File: config.mk
export PLATFORM = sky130hd
export DESIGN_NAME = mem_port_master
export DESIGN_NICKNAME = d
export VERILOG_FILES = /design/src/rtl/mem_port_master_pkg.sv /design/src/rtl/mem_port_master.sv
export SDC_FILE = /design/constraint.sdc
export NUM_CORES = 1
export LEC_CHECK = 0
export CORE_MARGIN = 3
export CORE_UTILIZATION = 43
export DETAILED_ROUTE_END_ITERATION = 6
export GPL_TIMING_DRIVEN = 0
export PLACE_DENSITY = 0.77
export SYNTH_ARGS = -nofsm -noshare
export SYNTH_HDL_FRONTEND = slang
export SYNTH_SLANG_ARGS = --single-unit
File: constraint.sdc
create_clock -name clk -period 2.3 [get_ports clk]
set_clock_uncertainty 0.2 [all_clocks]
set_input_delay 0.23 -clock clk [delete_from_list [all_inputs] [get_ports clk]]
set_output_delay 0.23 -clock clk [all_outputs]
set_load 0.005 [all_outputs]
File: src/rtl/mem_port_master_pkg.sv
// Shared definitions for the byte-RAM initiator: default widths, FSM state
// encoding and request-size codes.
package mem_port_master_pkg;

  localparam int ADDR_W_DEF = 15;
  localparam int DATA_W_DEF = 8;

  typedef enum logic [1:0] {
    IDLE = 2'd0,
    ACC0 = 2'd1,
    ACC1 = 2'd2,
    DONE = 2'd3
  } state_t;

  localparam logic SIZE_BYTE = 1'b0;
  localparam logic SIZE_WORD = 1'b1;

endpackage

File: src/rtl/mem_port_master.sv
// Turns CPU byte/word load-store requests into one or two little-endian
// accesses on a single-port byte RAM and returns load data with a done pulse.
module mem_port_master
  import mem_port_master_pkg::*;
#(
  parameter int ADDR_W = ADDR_W_DEF,
  parameter int DATA_W = DATA_W_DEF
) (
  input  logic                  clk,
  input  logic                  rst,
  input  logic                  req,
  input  logic                  req_we,
  input  logic                  req_word,
  input  logic [ADDR_W-1:0]     req_addr,
  input  logic [2*DATA_W-1:0]   req_wdata,
  output logic                  busy,
  output logic                  done,
  output logic [2*DATA_W-1:0]   rdata,
  output logic [ADDR_W-1:0]     mem_address,
  output logic [DATA_W-1:0]     mem_datain,
  output logic                  mem_we,
  input  logic [DATA_W-1:0]     mem_dataout
);

  state_t                state;
  logic [ADDR_W-1:0]     addr_q;
  logic                  we_q;
  logic                  word_q;
  logic [2*DATA_W-1:0]   wdata_q;

  // mem_address/mem_datain are registered and only change on entry to an
  // access state, so they naturally hold their last value in IDLE and DONE.
  always_ff @(posedge clk) begin
    if (rst) begin
      state       <= IDLE;
      addr_q      <= '0;
      we_q        <= 1'b0;
      word_q      <= SIZE_BYTE;
      wdata_q     <= '0;
      rdata       <= '0;
      mem_address <= '0;
      mem_datain  <= '0;
    end else begin
      case (state)
        IDLE: begin
          if (req) begin
            addr_q      <= req_addr;
            we_q        <= req_we;
            word_q      <= req_word;
            wdata_q     <= req_wdata;
            mem_address <= req_addr;
            mem_datain  <= req_wdata[DATA_W-1:0];
            state       <= ACC0;
          end
        end
        ACC0: begin
          if (!we_q) begin
            rdata[DATA_W-1:0] <= mem_dataout;
            if (word_q == SIZE_BYTE) rdata[2*DATA_W-1:DATA_W] <= '0;
          end
          if (word_q == SIZE_WORD) begin
            mem_address <= addr_q + ADDR_W'(1);
            mem_datain  <= wdata_q[2*DATA_W-1:DATA_W];
            state       <= ACC1;
          end else begin
            state <= DONE;
          end
        end
        ACC1: begin
          if (!we_q) rdata[2*DATA_W-1:DATA_W] <= mem_dataout;
          state <= DONE;
        end
        DONE: state <= IDLE;
        default: state <= IDLE;
      endcase
    end
  end

  assign busy = (state != IDLE);
  assign done = (state == DONE);
  // Gating with rst keeps the reset edge itself from committing a write.
  assign mem_we = ((state == ACC0) || (state == ACC1)) && we_q && !rst;

endmodule

Word-level counts from Yosys, hierarchy flattened

Index checks and enable logic that the tools add are counted.

$add $sub $neg: 1
Eq/ne operators: 8
Muxes and demuxes: 13
Bitwise operators: 1
Reductions and logical operators: 12

Operator list:

| cell                    | count |
|---|---|
| $mux W8                 | 4 |
| $pmux W8 S2             | 2 |
| $mux W15                | 2 |
| $pmux W15 S2            | 1 |
| $mux W16                | 1 |
| $add A15 B1 Y15 const B | 1 |
| $ne A2 B2 Y1 const B    | 5 |
| $pmux W2 S4             | 1 |
| $reduce_bool A2 Y1      | 3 |
| $eq A2 B2 Y1 const B    | 2 |
| $reduce_and A2 Y1       | 2 |
| $reduce_and A4 Y1       | 1 |
| $reduce_and A3 Y1       | 1 |
| $eq A2 B1 Y1 const B    | 1 |
| $logic_and A1 B1 Y1     | 2 |
| $logic_not A2 Y1        | 1 |
| $mux W2                 | 1 |
| $logic_not A1 Y1        | 1 |
| $logic_or A1 B1 Y1      | 1 |
| $mux W1                 | 1 |
| $not A1 Y1              | 1 |

Bits in registers: 74
Input bits: 44
Output and inout bits: 42
Logic and storage cells: 44

Depth between registers and ports, before layout

Gate-level depths: netlist of run 1.

Depth in word-level cells: 4
Depth in mapped cells: 9
Gate-level depth less buffers: 6

Worst setup path before layout of run 1

OpenSTA, ideal clock, no wires.

Path type: reg2reg
From: register state[0]
To: register mem_address[13]
Data arrival time: 1.980 ns
Data required time: 2.027 ns
Path slack: 0.047 ns
Cell stages (with the launch flop): 9
Clock period less this slack: 2.253 ns
Cells stage by stage: dfxtp_1 > inv_1 > ha_1 > nor2b_1 > buf_6 > or3_1 > buf_2 > or4b_4 > o211ai_2

Word-level cells in the longest chain between the ends: 3
Elaborated cells on any way between the ends: 7

RTL lines:

| item                                                                | RTL line              | text |
|---|---|---|
| from (decl)                                                         | mem_port_master.sv:25 | `state_t state;` |
| from (signal assigned)                                              | mem_port_master.sv:35 | `state <= IDLE;` |
| from (signal assigned)                                              | mem_port_master.sv:53 | `state <= ACC0;` |
| from (signal assigned)                                              | mem_port_master.sv:64 | `state <= ACC1;` |
| $eq A2 B1 Y1 / $logic_not A2 Y1 (equally long branches)             | mem_port_master.sv:44 | `case (state)` |
| $ne A2 B2 Y1 (no line) / $reduce_bool A2 Y1 (equally long branches) | --                    |  |
| $reduce_and A3 Y1 (no line)                                         | --                    |  |
| to (signal assigned)                                                | mem_port_master.sv:51 | `mem_address <= req_addr;` |
| to (signal assigned)                                                | mem_port_master.sv:62 | `mem_address <= addr_q + ADDR_W'(1);` |
| to (decl)                                                           | mem_port_master.sv:19 | `output logic [ADDR_W-1:0] mem_address,` |

Parallel ways exist; a longest one is shown, timed or not.
A chain may end at the register's enable or synchronous reset.

Worst setup path in the final report of run 1

Same ends and word-level chain as after synthesis.

==> results of run 1 <==
layout make-up:
cell class	count	area, um^2	share of cell area [%]
multi-input combinational	259	1560	37.0
sequential	66	1330	31.5
timing repair buffer	87	863	20.5
buffer	27	135	3.21
clock buffer	9	124	2.94
tap	77	96.3	2.29
clock inverter	6	91.3	2.17
inverter	4	15.0	0.357
cells by family (layout without fill, tap and decap cells):
logic type	Yosys count	after routing	share of synthesized area, %
buffers and inverters	31	133	4.54
AOI/OAI and AO/OA	76	76	16.0
xor gates and xnor gates	6	6	1.76
and+or+nand+nor	152	152	24.4
adders and majority gates	6	6	2.52
muxes	19	19	6.38
DFF	66	66	44.4
metal layers:
layer  vias to the layer above  wire [um]  global-route usage (%)  share of wire, %
met3                        14        584                    7.00               7.1
li1                       1445          -                       -                 -
met4                         0        132                    8.39               1.6
met5                         -          0                       0                 0
met2                        89       3990                    36.5                48
met1                      1333       3520                    26.0                43
metrics by stage:
stage          TNS [ns]  hold WS, ns  std cells
6_report              0        0.228        535
3_5_place_dp      -3.16        0.249        517
4_1_cts               0        0.225        535
3_3_place_gp      -2.83        0.239        517
2_1_floorplan         0        0.166        356
5_1_grt               0        0.236        535
registers in the layout (all words and copies together) (netlist names):
signal	flops
addr_q	15
wdata_q	8
word_q	1
state	2
rdata	16
mem_address	15
mem_datain	8
we_q	1
repair_timing:
action | CTS | global route
resized for setup | 11 | 8
hold endpoints to repair | 0 | 0
buffers inserted | 3 | 0
endpoints found under the setup margin | 20 | 21
cell usage in the layout (no fill, tap or decap), drive strengths merged, types with 2 or more instances in the layout:
cell	n
o31ai	2
o211ai	2
inv	5
ha	6
clkbuf	30
nor3	2
xor2	4
or3	4
o41ai	3
nor2	28
and3	3
nand3	14
clkinvlp	3
a211oi	11
nand3b	8
bufinv	2
and2	2
a211o	2
buf	9
nor4	4
o31a	2
mux2i	19
nor2b	5
clkdlybuf4s50	84
xnor2	2
a31oi	3
a21oi	39
o21bai	2
nand4	5
nand2	69
o21ai	4
dfxtp	66
and4	2
report_power, final:
part	switching, uW	total [uW]	internal, uW
clock	458	1070	607
sequential	225	1710	1480
combinational	1230	2440	1210
total	1920	5210	3300
cells in the mapped netlist (2+ instances only):
cell type | number | area (um^2)
a21oi_1 | 39 | 195
o21bai_1 | 2 | 15.0
and3_1 | 3 | 18.8
xnor2_1 | 2 | 17.5
o31ai_1 | 2 | 15.0
a211oi_1 | 11 | 82.6
and4_1 | 2 | 17.5
nand2_1 | 69 | 259
a31oi_1 | 3 | 18.8
buf_1 | 2 | 7.51
inv_1 | 4 | 15.0
o21ai_0 | 4 | 20.0
clkbuf_1 | 20 | 75.1
nand3b_1 | 8 | 60.1
mux2i_1 | 19 | 190
nor4_1 | 4 | 25.0
o31a_1 | 2 | 17.5
dfxtp_1 | 66 | 1320
nor2b_1 | 4 | 25.0
a211o_1 | 2 | 17.5
nor2_1 | 28 | 105
and2_1 | 2 | 12.5
xor2_1 | 4 | 35.0
nand4_1 | 5 | 31.3
nand3_1 | 14 | 70.1
buf_2 | 3 | 15.0
o41ai_1 | 3 | 26.3
or3_1 | 4 | 25.0
ha_1 | 6 | 75.1
buf_6 | 2 | 22.5
worst min-delay path: cells and delay by family:
kind	cells	cell delay (ns)
AND/OR/NAND/NOR	1	0.05
buffers and inverters	1	0.39
AO/OA/AOI/OAI	1	0.05
worst min-delay path by stage:
stage	start	end	cells past startpoint
5_1_grt	req_wdata[10]	wdata_q[10]	3
2_1_floorplan	req_wdata[10]	wdata_q[10]	2
3_3_place_gp	rdata[10]	rdata[10]	2
6_report	req_wdata[10]	wdata_q[10]	3
4_1_cts	req_wdata[10]	wdata_q[10]	3
3_5_place_dp	wdata_q[10]	wdata_q[10]	2
==> impl_metrics.toml, run 1 <==
[route]
drtIter0Drc = 161
wl_um = 8230
avgViaCountPerCell = 5.39
post-route-drc-count = 0
via_count = 2881
dr.pass1.iters = 4
antenna_left = 0
wl_per_cell_um = 15.4

[logic_synthesis]
ys_ff_latch = 66
synth_seq_area_share_pct = 44.4
synth_edf_count = 0
synthCells = 356
async_flop_share_pct = 0
syn_nets = 406
synth_ff_type = "dfxtp_1"
yosysUniqueCellTypes = 47
yosys_warnings = 0
synth_area_mm2 = 0.00298
synth.avg_cell_area_um2 = 8.37

[sta]
worst_slack_ns = 0.0850
setup_viol = 0
period_needed_ns = 2.22
tightest_slew_ns = 0.595
finalMaxSlewViolations = 0
grt_setup_unrepaired = "false"
fmax_mhz = 451
max_slew_margin_pct = 60.4
finalCritPeriodShare_pct = 96.3
hold_viol = 0

[setup_path]
critPathTopFamily = "simple AND/OR/NAND/NOR gates"
reg2reg_depth = 8
crit_fanout = 10
worstPathRequired_ns = 2.37
rr_endpoint = "mem_address[13]"
endpoint = "mem_address[13]"
cp_slowest_cell = "or4b_4"
startpoint_type = "flop"
rrSetupSlack_ns = 0.08
crit_type = "flop to flop"
critPathMostFrequentCell = "buf_6"
cp.arrival_ns = 2.29
worstPathBufferInverterCount = 3
crit_chain = "inv_2, ha_4, nor2b_1, buf_6, or3_4, buf_6, or4b_4, o211ai_2"
critPathMaxStageDelay_ns = 0.48
cp-startpoint = "state[0]"
crit_path_end_kind = "flop"
cp.depth = 8
reg2reg_from = "state[0]"

[clocking]
cts.sinks = 66
cts_tree = "built"
clock_latency_ns = 0.34
clk_path_buf_depth = 2
root_buffer = "clkbuf_8"
cts_buffers = 9
cts_hold_buf = 0
clk_pin_slew_worst_paths_ns = 0.07
htree_levels = 3

[pwr]
powerDensity_mw_per_mm2 = 1240
p_total_uw = 5210
ir_worst_vdd_v = 0.000641
p_leak_uw = 0.00150

[global_route]
first_global_vias = 2873
antenna_found_initial = 0
grt_pass1_wl_um = 13400
grt_max_degree = 13
grt_usage_pct = 21.8
grt-ovfl-total = 0

[cells_and_area]
design_area_mm2 = 0.00421
fin_util_pct = 64.4
drive_gt1_share_pct = 8.73
nets = 504
fillerInstances = 544
n_antenna_cell = 0
area_growth_pct = 41.2

[die]
chipHeight_um = 89.2
die-area_mm2 = 0.00796
die_w_um = 89.2
core-area_mm2 = 0.00653
row_count = 29
floorplan.initialDensity_pct = 45.6
ios = 86

[placed_design]
gp_congestion = 0.901
io_buffers = 84
pre_cts_ws_ns = -0.212
dp_hpwl_um = 5870
place_area_mm2 = 0.00392

[run]
max_cap_viol_count = 0

[outcome]
status = "finished clean"

[hold_path]
holdCritPathClass = "primary input to flop"
Note: power is estimated with default switching activity, not from simulation.
==> run 2: changes to the inputs <==
Settings changed: TNS_END_PERCENT set to 10.
==> run 2 against run 1 <==
  * Non-clock buffer count is 3 lower
  * Worst hold slack better by 0.0011 ns
  * Flip-flop and latch count stayed put
  * Count of clock-buffer cells in the layout stayed put
  * Critical path depth is 1 lower
  * Critical path type unchanged
  * Critical endpoint unchanged
==> impl_metrics.toml, run 2 (same netlist as run 1, synthesis figures left out) <==
[outcome]
status = "finished clean"

[sta]
period_needed_ns = 2.21
grt_setup_unrepaired = "false"
finalMaxSlewViolations = 0
worst_slack_ns = 0.0922
tightest_slew_ns = 0.586
fmax_mhz = 453
tns_ns = 0
setup_viol = 0
hold_viol = 0
finalCritPeriodShare_pct = 96.0
max_slew_margin_pct = 60.8

[global_route]
grt_pass1_wl_um = 13300
antenna_found_initial = 0
grt_max_degree = 13
first_global_vias = 2833
grt_usage_pct = 21.7
grt-ovfl-total = 0

[clocking]
cts_buffers = 9
cts_tree = "built"
cts_hold_buf = 0
cts.sinks = 66
clock_latency_ns = 0.34
clk_path_buf_depth = 2
htree_levels = 3
clk_pin_slew_worst_paths_ns = 0.08
root_buffer = "clkbuf_8"

[cells_and_area]
drive_gt1_share_pct = 8.13
multi_input_area_mm2 = 0.00156
area_growth_pct = 40.4
fin_util_pct = 64.0
largest_register = "rdata"
fillerInstances = 548
reg_top3 = "rdata: 16 flops, addr_q: 15 flops, mem_address: 15 flops"
area.sequential_mm2 = 0.00133
nets = 501
largest_reg_flops = 16
final_common_cell = "clkdlybuf4s50_1"
layout_common_cells = "clkdlybuf4s50_1, nand2_1, dfxtp_1, a21oi_1, nor2_1"
n_antenna_cell = 0

[route]
antenna_left = 0
wl_um = 8210
post-route-drc-count = 0
avgViaCountPerCell = 5.41
dr.pass1.iters = 4
via_count = 2880
drtIter0Drc = 165
wl_per_cell_um = 15.4

[setup_path]
rr_endpoint = "mem_address[13]"
worstPathRequired_ns = 2.37
reg2reg_from = "state[1]"
critPathMaxStageDelay_ns = 0.51
cp.arrival_ns = 2.28
startpoint_type = "flop"
crit_fanout = 9
cp_slowest_cell = "or4b_4"
rrSetupSlack_ns = 0.09
crit_type = "flop to flop"
crit_path_end_kind = "flop"
crit_chain = "inv_2, ha_1, buf_6, nor2b_4, or3_4, or4b_4, o211ai_2"
reg2reg_depth = 7

[placed_design]
dp_hpwl_um = 5870
io_buffers = 84
gp_congestion = 0.901
pre_cts_ws_ns = -0.212

[hold_path]
hold_end = "wdata_q[10]"
holdCritPathClass = "primary input to flop"
hp-start = "req_wdata[10]"
min_path_cells = 3

[run]
max_cap_viol_count = 0

[die]
chipHeight_um = 89.2
die-area_mm2 = 0.00796
core-area_mm2 = 0.00653
die_w_um = 89.2
floorplan.initialDensity_pct = 45.6
row_count = 29
ios = 86

[pwr]
ir_worst_vdd_v = 0.000641
p_leak_uw = 0.00148
powerDensity_mw_per_mm2 = 1230
-- run 2: cell count changes in the layout (fill, tap and decap cells not counted) --
cell   previous run  this run
buf_4             3         1
buf_6             3         2
-- run 2: power by group --
part	switching (uW)	internal, uW	total (uW)
sequential	227	1480	1710
combinational	1220	1140	2360
clock	457	608	1060
-- run 2: final cells by class --
type / count / share of cell area, %
Multi-Input combinational cell: 259 / 37.2
Sequential cell: 66 / 31.7
Timing Repair Buffer: 85 / 20.3
Clock buffer: 9 / 2.96
Buffer: 26 / 2.96
Tap cell: 77 / 2.30
Clock inverter: 6 / 2.18
Inverter: 4 / 0.359
-- run 2: layer usage --
layer | GRT usage (%) | vias up | routed length [um]
met5 | 0 | - | 0
met4 | 7.58 | 0 | 100
met3 | 6.73 | 11 | 620
met2 | 36.7 | 90 | 4000
met1 | 26.1 | 1341 | 3490
li1 | - | 1438 | -
-- run 2: worst max path at each step --
| stage | slack [ns] | endpoint | from | cells after the start |
|---|---|---|---|---|
| finish | 0.09 | mem_address[13] | state[1] | 7 |
| global route | 0.001 | mem_we | rst | 5 |
| CTS | 0.0004 | mem_address[13] | state[0] | 8 |
| detailed placement | -0.21 | mem_datain[4] | state[0] | 8 |
| global placement | -0.19 | mem_datain[5] | state[0] | 8 |
| floorplan | 0.05 | mem_address[13] | state[0] | 8 |
-- run 2: timing repair --
item	in CTS	in global routing
buffers inserted	0	1
endpoints found under the hold margin	0	0
endpoints found under the setup margin	20	16
resized for setup	10	10
-- run 2: metrics by stage --
stage | hold slack, ns | instance area (um^2) | total power, uW | instances
2_1_floorplan | 0.166 | 2980 | 3010 | 356
3_3_place_gp | 0.239 | 3920 | 3940 | 517
3_5_place_dp | 0.249 | 3920 | 3980 | 517
4_1_cts | 0.225 | 4150 | 5110 | 532
5_1_grt | 0.236 | 4180 | 5490 | 532
6_report | 0.229 | 4180 | 5130 | 532
-- run 2: worst max-delay path: cells and delay by family (launching register included) --
family	cells	cell delay (ns)
AOI/OAI and AO/OA	1	0.07
adders and majority gates	1	0.18
buffers and inverters	2	0.20
DFF	1	0.36
and+or+nand+nor	3	1.12
==> run 3: changes to the inputs <==
Settings changed: CAP_MARGIN set to 10.
==> results of run 3 <==
Final layout, timing and power as in run 2 (identical DEF).
